[src/rtl/seq_det_pkg.sv]
// Shared types and sizing helpers for the serial sequence detector.
package seq_det_pkg;

    typedef enum logic [1:0] {IDLE, ARMED, DONE} state_t;

    localparam int PAT_MAX_DEFAULT = 8;

    function automatic int len_width(input int pat_max);
        return $clog2(pat_max) + 1;
    endfunction

endpackage

[src/rtl/seq_match_core.sv]
// Shift register, fill counter and length-masked comparator for one matching engine.
module seq_match_core
    import seq_det_pkg::*;
#(
    parameter int PAT_MAX = PAT_MAX_DEFAULT,
    parameter int LEN_W   = len_width(PAT_MAX)
) (
    input  logic               clk,
    input  logic               rst,
    input  logic               clr,
    input  logic               shift_en,
    input  logic               x,
    input  logic [PAT_MAX-1:0] pattern,
    input  logic [LEN_W-1:0]   len,
    output logic               hit
);

    logic [PAT_MAX-2:0] hist;
    logic [LEN_W-1:0]   fill;
    logic [PAT_MAX-1:0] window;
    logic [PAT_MAX-1:0] mask;

    // The incoming bit completes the window, so a hit is reported in the sampling cycle.
    always_comb begin
        window = {hist, x};
        mask   = '0;
        for (int i = 0; i < PAT_MAX; i++) begin
            mask[i] = (i < int'(len));
        end
        hit = shift_en
              && (fill >= (len - LEN_W'(1)))
              && ((window & mask) == (pattern & mask));
    end

    always_ff @(posedge clk or posedge rst) begin
        if (rst) begin
            hist <= '0;
            fill <= '0;
        end else if (clr) begin
            hist <= '0;
            fill <= '0;
        end else if (shift_en) begin
            hist <= window[PAT_MAX-2:0];
            if (fill < len) begin
                fill <= fill + LEN_W'(1);
            end
        end
    end

endmodule

[src/rtl/seq_detect_ctrl.sv]
// Controller for programmable serial sequence detection: config handshake, arm/run/stop FSM,
// saturating match counter and threshold-based completion.
module seq_detect_ctrl
    import seq_det_pkg::*;
#(
    parameter int PAT_MAX = PAT_MAX_DEFAULT,
    parameter int CNT_W   = 8,
    parameter int LEN_W   = len_width(PAT_MAX)
) (
    input  logic               clk,
    input  logic               rst,
    input  logic               cfg_valid,
    output logic               cfg_ready,
    input  logic [PAT_MAX-1:0] cfg_pattern,
    input  logic [LEN_W-1:0]   cfg_len,
    input  logic [CNT_W-1:0]   cfg_threshold,
    output logic               cfg_err,
    input  logic               start,
    input  logic               abort,
    input  logic               x,
    input  logic               x_valid,
    output logic               match,
    output logic [CNT_W-1:0]   match_count,
    output logic               busy,
    output logic               done
);

    state_t             state;
    logic [PAT_MAX-1:0] pattern_q;
    logic [LEN_W-1:0]   len_q;
    logic [CNT_W-1:0]   threshold_q;
    logic               cfg_loaded;

    logic               cfg_hs;
    logic               len_ok;
    logic               cfg_take;
    logic               start_ok;
    logic               shift_en;
    logic               hit;
    logic [CNT_W-1:0]   count_next;

    // Abort suppresses shifting so a completing bit in the abort cycle is never counted.
    always_comb begin
        cfg_hs     = cfg_valid && cfg_ready;
        len_ok     = (cfg_len != '0) && (cfg_len <= LEN_W'(PAT_MAX));
        cfg_take   = cfg_hs && len_ok;
        start_ok   = start && cfg_ready && (cfg_loaded || cfg_take);
        shift_en   = (state == ARMED) && x_valid && !abort;
        count_next = (match_count == '1) ? match_count : match_count + CNT_W'(1);
    end

    seq_match_core #(
        .PAT_MAX (PAT_MAX),
        .LEN_W   (LEN_W)
    ) u_core (
        .clk      (clk),
        .rst      (rst),
        .clr      (start_ok),
        .shift_en (shift_en),
        .x        (x),
        .pattern  (pattern_q),
        .len      (len_q),
        .hit      (hit)
    );

    always_ff @(posedge clk or posedge rst) begin
        if (rst) begin
            state       <= IDLE;
            pattern_q   <= '0;
            len_q       <= '0;
            threshold_q <= '0;
            cfg_loaded  <= 1'b0;
            cfg_ready   <= 1'b1;
            cfg_err     <= 1'b0;
            match       <= 1'b0;
            match_count <= '0;
            busy        <= 1'b0;
            done        <= 1'b0;
        end else begin
            cfg_err <= 1'b0;
            match   <= 1'b0;
            case (state)
                IDLE, DONE: begin
                    if (cfg_take) begin
                        pattern_q   <= cfg_pattern;
                        len_q       <= cfg_len;
                        threshold_q <= cfg_threshold;
                        cfg_loaded  <= 1'b1;
                    end else if (cfg_hs) begin
                        cfg_err <= 1'b1;
                    end
                    if (start_ok) begin
                        state       <= ARMED;
                        cfg_ready   <= 1'b0;
                        busy        <= 1'b1;
                        done        <= 1'b0;
                        match_count <= '0;
                    end else if ((state == DONE) && abort) begin
                        state <= IDLE;
                        done  <= 1'b0;
                    end
                end
                ARMED: begin
                    if (abort) begin
                        state     <= IDLE;
                        cfg_ready <= 1'b1;
                        busy      <= 1'b0;
                    end else if (hit) begin
                        match       <= 1'b1;
                        match_count <= count_next;
                        if ((threshold_q != '0) && (count_next == threshold_q)) begin
                            state     <= DONE;
                            cfg_ready <= 1'b1;
                            busy      <= 1'b0;
                            done      <= 1'b1;
                        end
                    end
                end
                default: begin
                    state     <= IDLE;
                    cfg_ready <= 1'b1;
                    busy      <= 1'b0;
                    done      <= 1'b0;
                end
            endcase
        end
    end

endmodule

[config.mk]
export PLATFORM = sky130hd
export DESIGN_NAME = seq_detect_ctrl
export DESIGN_NICKNAME = d
export VERILOG_FILES = /design/src/rtl/seq_det_pkg.sv /design/src/rtl/seq_match_core.sv /design/src/rtl/seq_detect_ctrl.sv
export SDC_FILE = /design/constraint.sdc
export NUM_CORES = 1
export LEC_CHECK = 0
export BUFFER_PORTS_ARGS = -buffer_cell sky130_fd_sc_hd__clkbuf_2
export CORE_ASPECT_RATIO = 2
export CORE_MARGIN = 2
export CORE_UTILIZATION = 45
export DETAILED_ROUTE_END_ITERATION = 8
export PLACE_DENSITY = 0.76
export SYNTH_ARGS = -nofsm -noshare
export SYNTH_HDL_FRONTEND = slang
export SYNTH_SLANG_ARGS = --single-unit
export TNS_END_PERCENT = 5
[constraint.sdc]
create_clock -name clk -period 2.8 [get_ports clk]
set_input_delay 0.28 -clock clk [delete_from_list [all_inputs] [get_ports clk]]
set_output_delay 0.28 -clock clk [all_outputs]
set_load 0.01 [all_outputs]
* Yosys cells after proc, flatten, opt, wreduce, memory -nomap -nowiden *
Index checks and enable logic that the tools add are counted.

cells by class
  bitwise gates (word level) = 2
  $mul = 0
  equal/unequal tests = 12
  div/mod/pow operators = 0
  reduce and logical (&&, ||, !) cells = 26
  $lt $le $gt $ge = 11
  $add $sub $neg = 3
  shifts and indexed selects = 0
  mux-type cells = 36

operator list
  operator                                                                     number
  8-bit two-way mux                                                            4
  1-bit two-way mux                                                            17
  8-bit AND                                                                    2
  8-bit equality test                                                          2
  3-bit by 4-bit less-than comparator with 1-bit output, first input constant  4
  8-bit one-hot mux with 2 select lines                                        1
  7-bit two-way mux                                                            2
  4-bit two-way mux                                                            3
  1-bit logical AND                                                            11
  2-bit two-way mux                                                            5
  8-bit by 1-bit adder with 8-bit output, second input constant                1
  8-bit equality test, second input constant                                   1
  1-bit by 4-bit less-than comparator with 1-bit output, first input constant  2
  2-bit by 4-bit less-than comparator with 1-bit output, first input constant  2
  4-bit AND reduction                                                          2
  8-bit nonzero test                                                           1
  2-bit != test, second input constant                                         3
  3-bit != test, second input constant                                         2
  1-bit one-hot mux with 2 select lines                                        3
  3-bit AND reduction                                                          2
  2-bit nonzero test                                                           3
  4-bit by 1-bit adder with 4-bit output, second input constant                1
  4-bit >= comparator                                                          1
  4-bit less-or-equal comparator, second input constant                        1
  13 further kinds                                                             14

word-level totals
  bits of input ports = 27
  output and inout port bits = 13
  memories = 0
  logic and storage cells = 103
  register bits = 47
  memory bits (writable) = 0
  bits in read-only memories = 0
  bits in latches = 0

* Depth between registers and ports, before layout *
  word-level depth = 8
  depth in mapped cells = 10
  depth with buffers taken out = 10

* Cells and area by module *
A second synthesis with hierarchy kept.

second synthesis, totals
  cells, all modules = 286
  area, all modules = 2,947.8 µm²

by module, submodules not included
  module           cells an instance  instances  seq. area each (µm²)  area each (µm²)
  seq_detect_ctrl  194                1          902.1                 2,040.7
  seq_match_core   92                 1          275.3                 907.1

* Worst setup path before layout *
Ideal clock, no wire load.

  kind = reg-to-reg
  start point = reg len_q[0]
  end point = reg busy
  setup time = 123 ps
  stages on the path, launching flop included = 11
  setup slack = 356 ps
  arrival time = 2,321 ps
  data required time = 2,677 ps
  path buffers = 0
  clock period less this slack = 2,444 ps
  path through = dfrtp_1 inv_1 ha_1 xnor2_1 ha_1 o21a_1 nor2_1 a2111oi_4 nand4_2 or3_4 o221a_1

on the way
  cells in the longest elaborated chain, start to end = 6
  elaborated cells on any way between the ends = 17
  classes of those cells = add/sub: 1; order compare: 9; eq/ne: 2; bitwise: 2; reduce/logical: 3

ends and longest elaborated chain
  item                                                                       RTL line                                    text
  from (decl)                                                                seq_detect_ctrl.sv:30                       logic [LEN_W-1:0] len_q;
  from (signal assigned)                                                     seq_detect_ctrl.sv:86                       len_q <= cfg_len;
  4-bit by 1-bit subtractor with 4-bit output, or another cell as far along  seq_match_core.sv:31                        && (fill >= (len - LEN_W'(1)))
  4-bit >= comparator or 8-bit AND (tied branches)                           seq_match_core.sv:31, seq_match_core.sv:32
  1-bit logical AND or 8-bit equality test (tied branches)                   seq_match_core.sv:31, seq_match_core.sv:32
  1-bit logical AND *                                                        seq_match_core.sv:32                        && ((window & mask) == (pattern & mask));
  3-bit != test (no line) *                                                  -
  3-bit AND reduction (no line) *                                            -
  to (signal assigned)                                                       seq_detect_ctrl.sv:77                       busy <= 1'b0;
  to (signal assigned)                                                       seq_detect_ctrl.sv:95                       busy <= 1'b1;
  to (signal assigned)                                                       seq_detect_ctrl.sv:107                      busy <= 1'b0;
  to (decl)                                                                  seq_detect_ctrl.sv:24                       output logic busy,

Every way passes the cells marked *; elsewhere a longest branch is shown, timed or not.
A chain may end at the register's enable or synchronous reset.

* Worst setup path in the final report *
  start point = reg len_q[1]
  end point = reg busy

Same word-level chain as after synthesis.

==> metrics.cfg <==
[drt]
drtIter0Drc = 59
route.met2.wl_um = 3920
viasPerCell = 5.99
routed_wl_um = 6840
drc_errors = 0
wl_per_cell_um = 17.6
drtPass1Iterations = 4
vias = 2329
m1WireLength_um = 2370
ant_nets = 0
maxUsedRoutingLayer = met4
wl_met3_um = 216

[finish]
diodes = 0
drive_gt1_frac = 0.270
final_cell_mix = dfrtp_1 (46), clkbuf_2 (39), nand2_1 (34)
nets = 365
area_growth_pct = 15.1
mostFrequentLayoutCell = dfrtp_1

[pwr]
p_sw_uw = 288
comb_power_share = 0.031
power.leakage_uw = 0.00149
pwr-share-seq = 0.518
finalPower_uw = 1310
p_int_uw = 1020
p_clk_frac = 0.452
max-vdd-ir-drop_uv = 435
pwr_density_cell_mw_per_mm2 = 406
swShare = 0.219

[placed_design]
io_buffers = 39
dp_hpwl_um = 5340
dp_slack_ns = 0.148
place.gp.congestion = 0.941

[worst_setup_path]
reg2regPathDepth = 10
setup.worst_path.start_class = flop
end_kind = flop
cp_data_arrival_time_ns = 2.84
crit_type = flop to flop
required_ns = 2.98
crit_fanout = 5

[timing]
fmax_mhz = 376
setup_violations = 0
slew_headroom = 0.337
finalClockSkew_ns = 0.00468
rsz0062_at_grt = yes
hold_viol = 0
min_period_over_period = 0.950
worstMarginPinSlew_ns = 0.993
period_minus_slack_ns = 2.66
setup_tns_ns = 0
fin_ws_ns = 0.140
drv_slew = 0

[synth]
ys_ff_latch = 47
synth_area_leaders = dfrtp_1 (41%), mux2_2 (6.0%), ha_1 (5.8%)
synth-async-reset-ratio = 1.00
syn_inst = 281
synth_area_mm2 = 0.00281
synth_top_area_share = 0.410
ys_seq_area_frac = 0.420
yosys.area.top_type = dfrtp_1
avgSynthCellArea_um2 = 9.98
synth_edf_count = 0
synth_cell_type_count = 60
yosysWarningCount = 0
synth_flop_cell = dfrtp_1
synth_nets = 321

[die]
core_area_mm2 = 0.00601
initial_core_util = 0.467
die_h_um = 116
die_x_um = 59.8
pin_count = 40
dieArea_mm2 = 0.00692
fp-row-count = 40

[clocking]
cts_buffers = 5
clkTransAtPathRegs_ns = 0.07
clockBufferDepth = 2
insertion_delay_ns = 0.29
cts_setup_buffers = 0
cts-htree-levels = 2
cts_tree = built
clkSinkCount = 47
root_buffer = clkbuf_16

[global_routing]
grt_max_degree = 48
antenna_found_initial = 0
grt_pass1_wl_um = 11400
grt_use_total = 0.221
gr-total-overflow = 0
grt_pass1_vias = 2300

[job]
maxCapViolCount = 0

[worst_hold_path]
hold_depth = 3
hold_path.class = primary input to flop

[status]
status = finished, final reports clean

area by class of cell:
class	count	area, µm²
Fill cell	568	2780
Sequential cell	47	1180
Tap cell	63	78.8
Clock buffer	6	129
Timing Repair Buffer	47	255
Inverter	11	41.3
Clock inverter	2	12.5
Multi-Input combinational cell	213	1540
cell usage after synthesis (3+ instances only):
library cell / count
o21a_1: 4
nor3_1: 6
clkbuf_1: 4
and3_1: 5
nand2_1: 34
mux2_2: 15
nand3_1: 7
nor4_1: 3
dfrtp_1: 46
o22ai_1: 3
inv_1: 11
a21oi_1: 17
o21ai_0: 14
mux2i_1: 6
ha_1: 13
a31oi_1: 4
xnor2_1: 13
xor2_1: 5
buf_2: 3
nor2_1: 16
per-stage QoR:
step | hold WS (ns) | utilization | instances | cell area [µm²]
finish | 0.191 | 0.538 | 389 | 3230
global route | 0.222 | 0.538 | 389 | 3230
CTS | 0.190 | 0.537 | 389 | 3220
detailed placement | 0.467 | 0.513 | 381 | 3080
global placement | 0.458 | 0.513 | 381 | 3080
floorplan | 0.375 | - | 281 | 2810
cell families (layout without fill, tap and decap cells):
group | after synthesis | count (layout) | share of synthesized area
xor+xnor | 18 | 18 | 0.0562
compound gates | 65 | 65 | 0.166
simple gates | 96 | 96 | 0.183
fa+ha+maj | 13 | 13 | 0.0580
mux | 21 | 21 | 0.0816
buf+inv | 21 | 66 | 0.0352
flops | 47 | 47 | 0.420
worst paths after layout:
| path | from | endpoint | slack [ns] |
|---|---|---|---|
| setup / recovery | len_q[1] | busy | 0.14 |
| hold / removal | cfg_threshold[1] | threshold_q[1] | 0.19 |
| setup reg to reg | len_q[1] | busy | 0.14 |
| hold reg to reg | cfg_loaded | cfg_loaded | 0.47 |
| max in group asynchronous | rst | u_core.fill[0] | 1.98 |
| min in group asynchronous | rst | pattern_q[0] | 0.20 |
what timing repair did:
item	in CTS	in global routing
gates resized for setup	0	1
hold buffers	0	0
endpoints found under the setup margin	0	2
flip-flops by register name (all words and copies together) (netlist names):
register,count
busy,1
cfg_err,1
cfg_loaded,1
cfg_ready,1
done,1
len_q,4
match,1
match_count,8
pattern_q,8
state,2
threshold_q,8
u_core.fill,4
u_core.hist,7
power groups by stage:
stage / clock, µW / sequential, µW / combinational, µW
after detailed placement: 0 / 692 / 41.6
after CTS: 603 / 679 / 41.9
after floorplan: 0 / 692 / 14.9
after global placement: 0 / 692 / 41.1
final: 593 / 679 / 40.2
after global routing: 627 / 678 / 46.9
critical path, cell delays in order, from the launching register on:
cell and delay [ns]:
dfrtp_1 0.41, inv_1 0.14, ha_1 0.25, xnor2_1 0.14, ha_1 0.23, o21a_1 0.16, nor2_1 0.07, a2111oi_4 0.31
nand4_2 0.20, or3_4 0.40, o221a_1 0.24
per-layer routing:
metal | up-vias | GRT usage
li1 | 1099 | -
met1 | 1138 | 0.235
met2 | 64 | 0.396
met3 | 28 | 0.0346
met4 | 0 | 0.126
met5 | - | 0
Note: power is estimated with default switching activity, not from simulation.
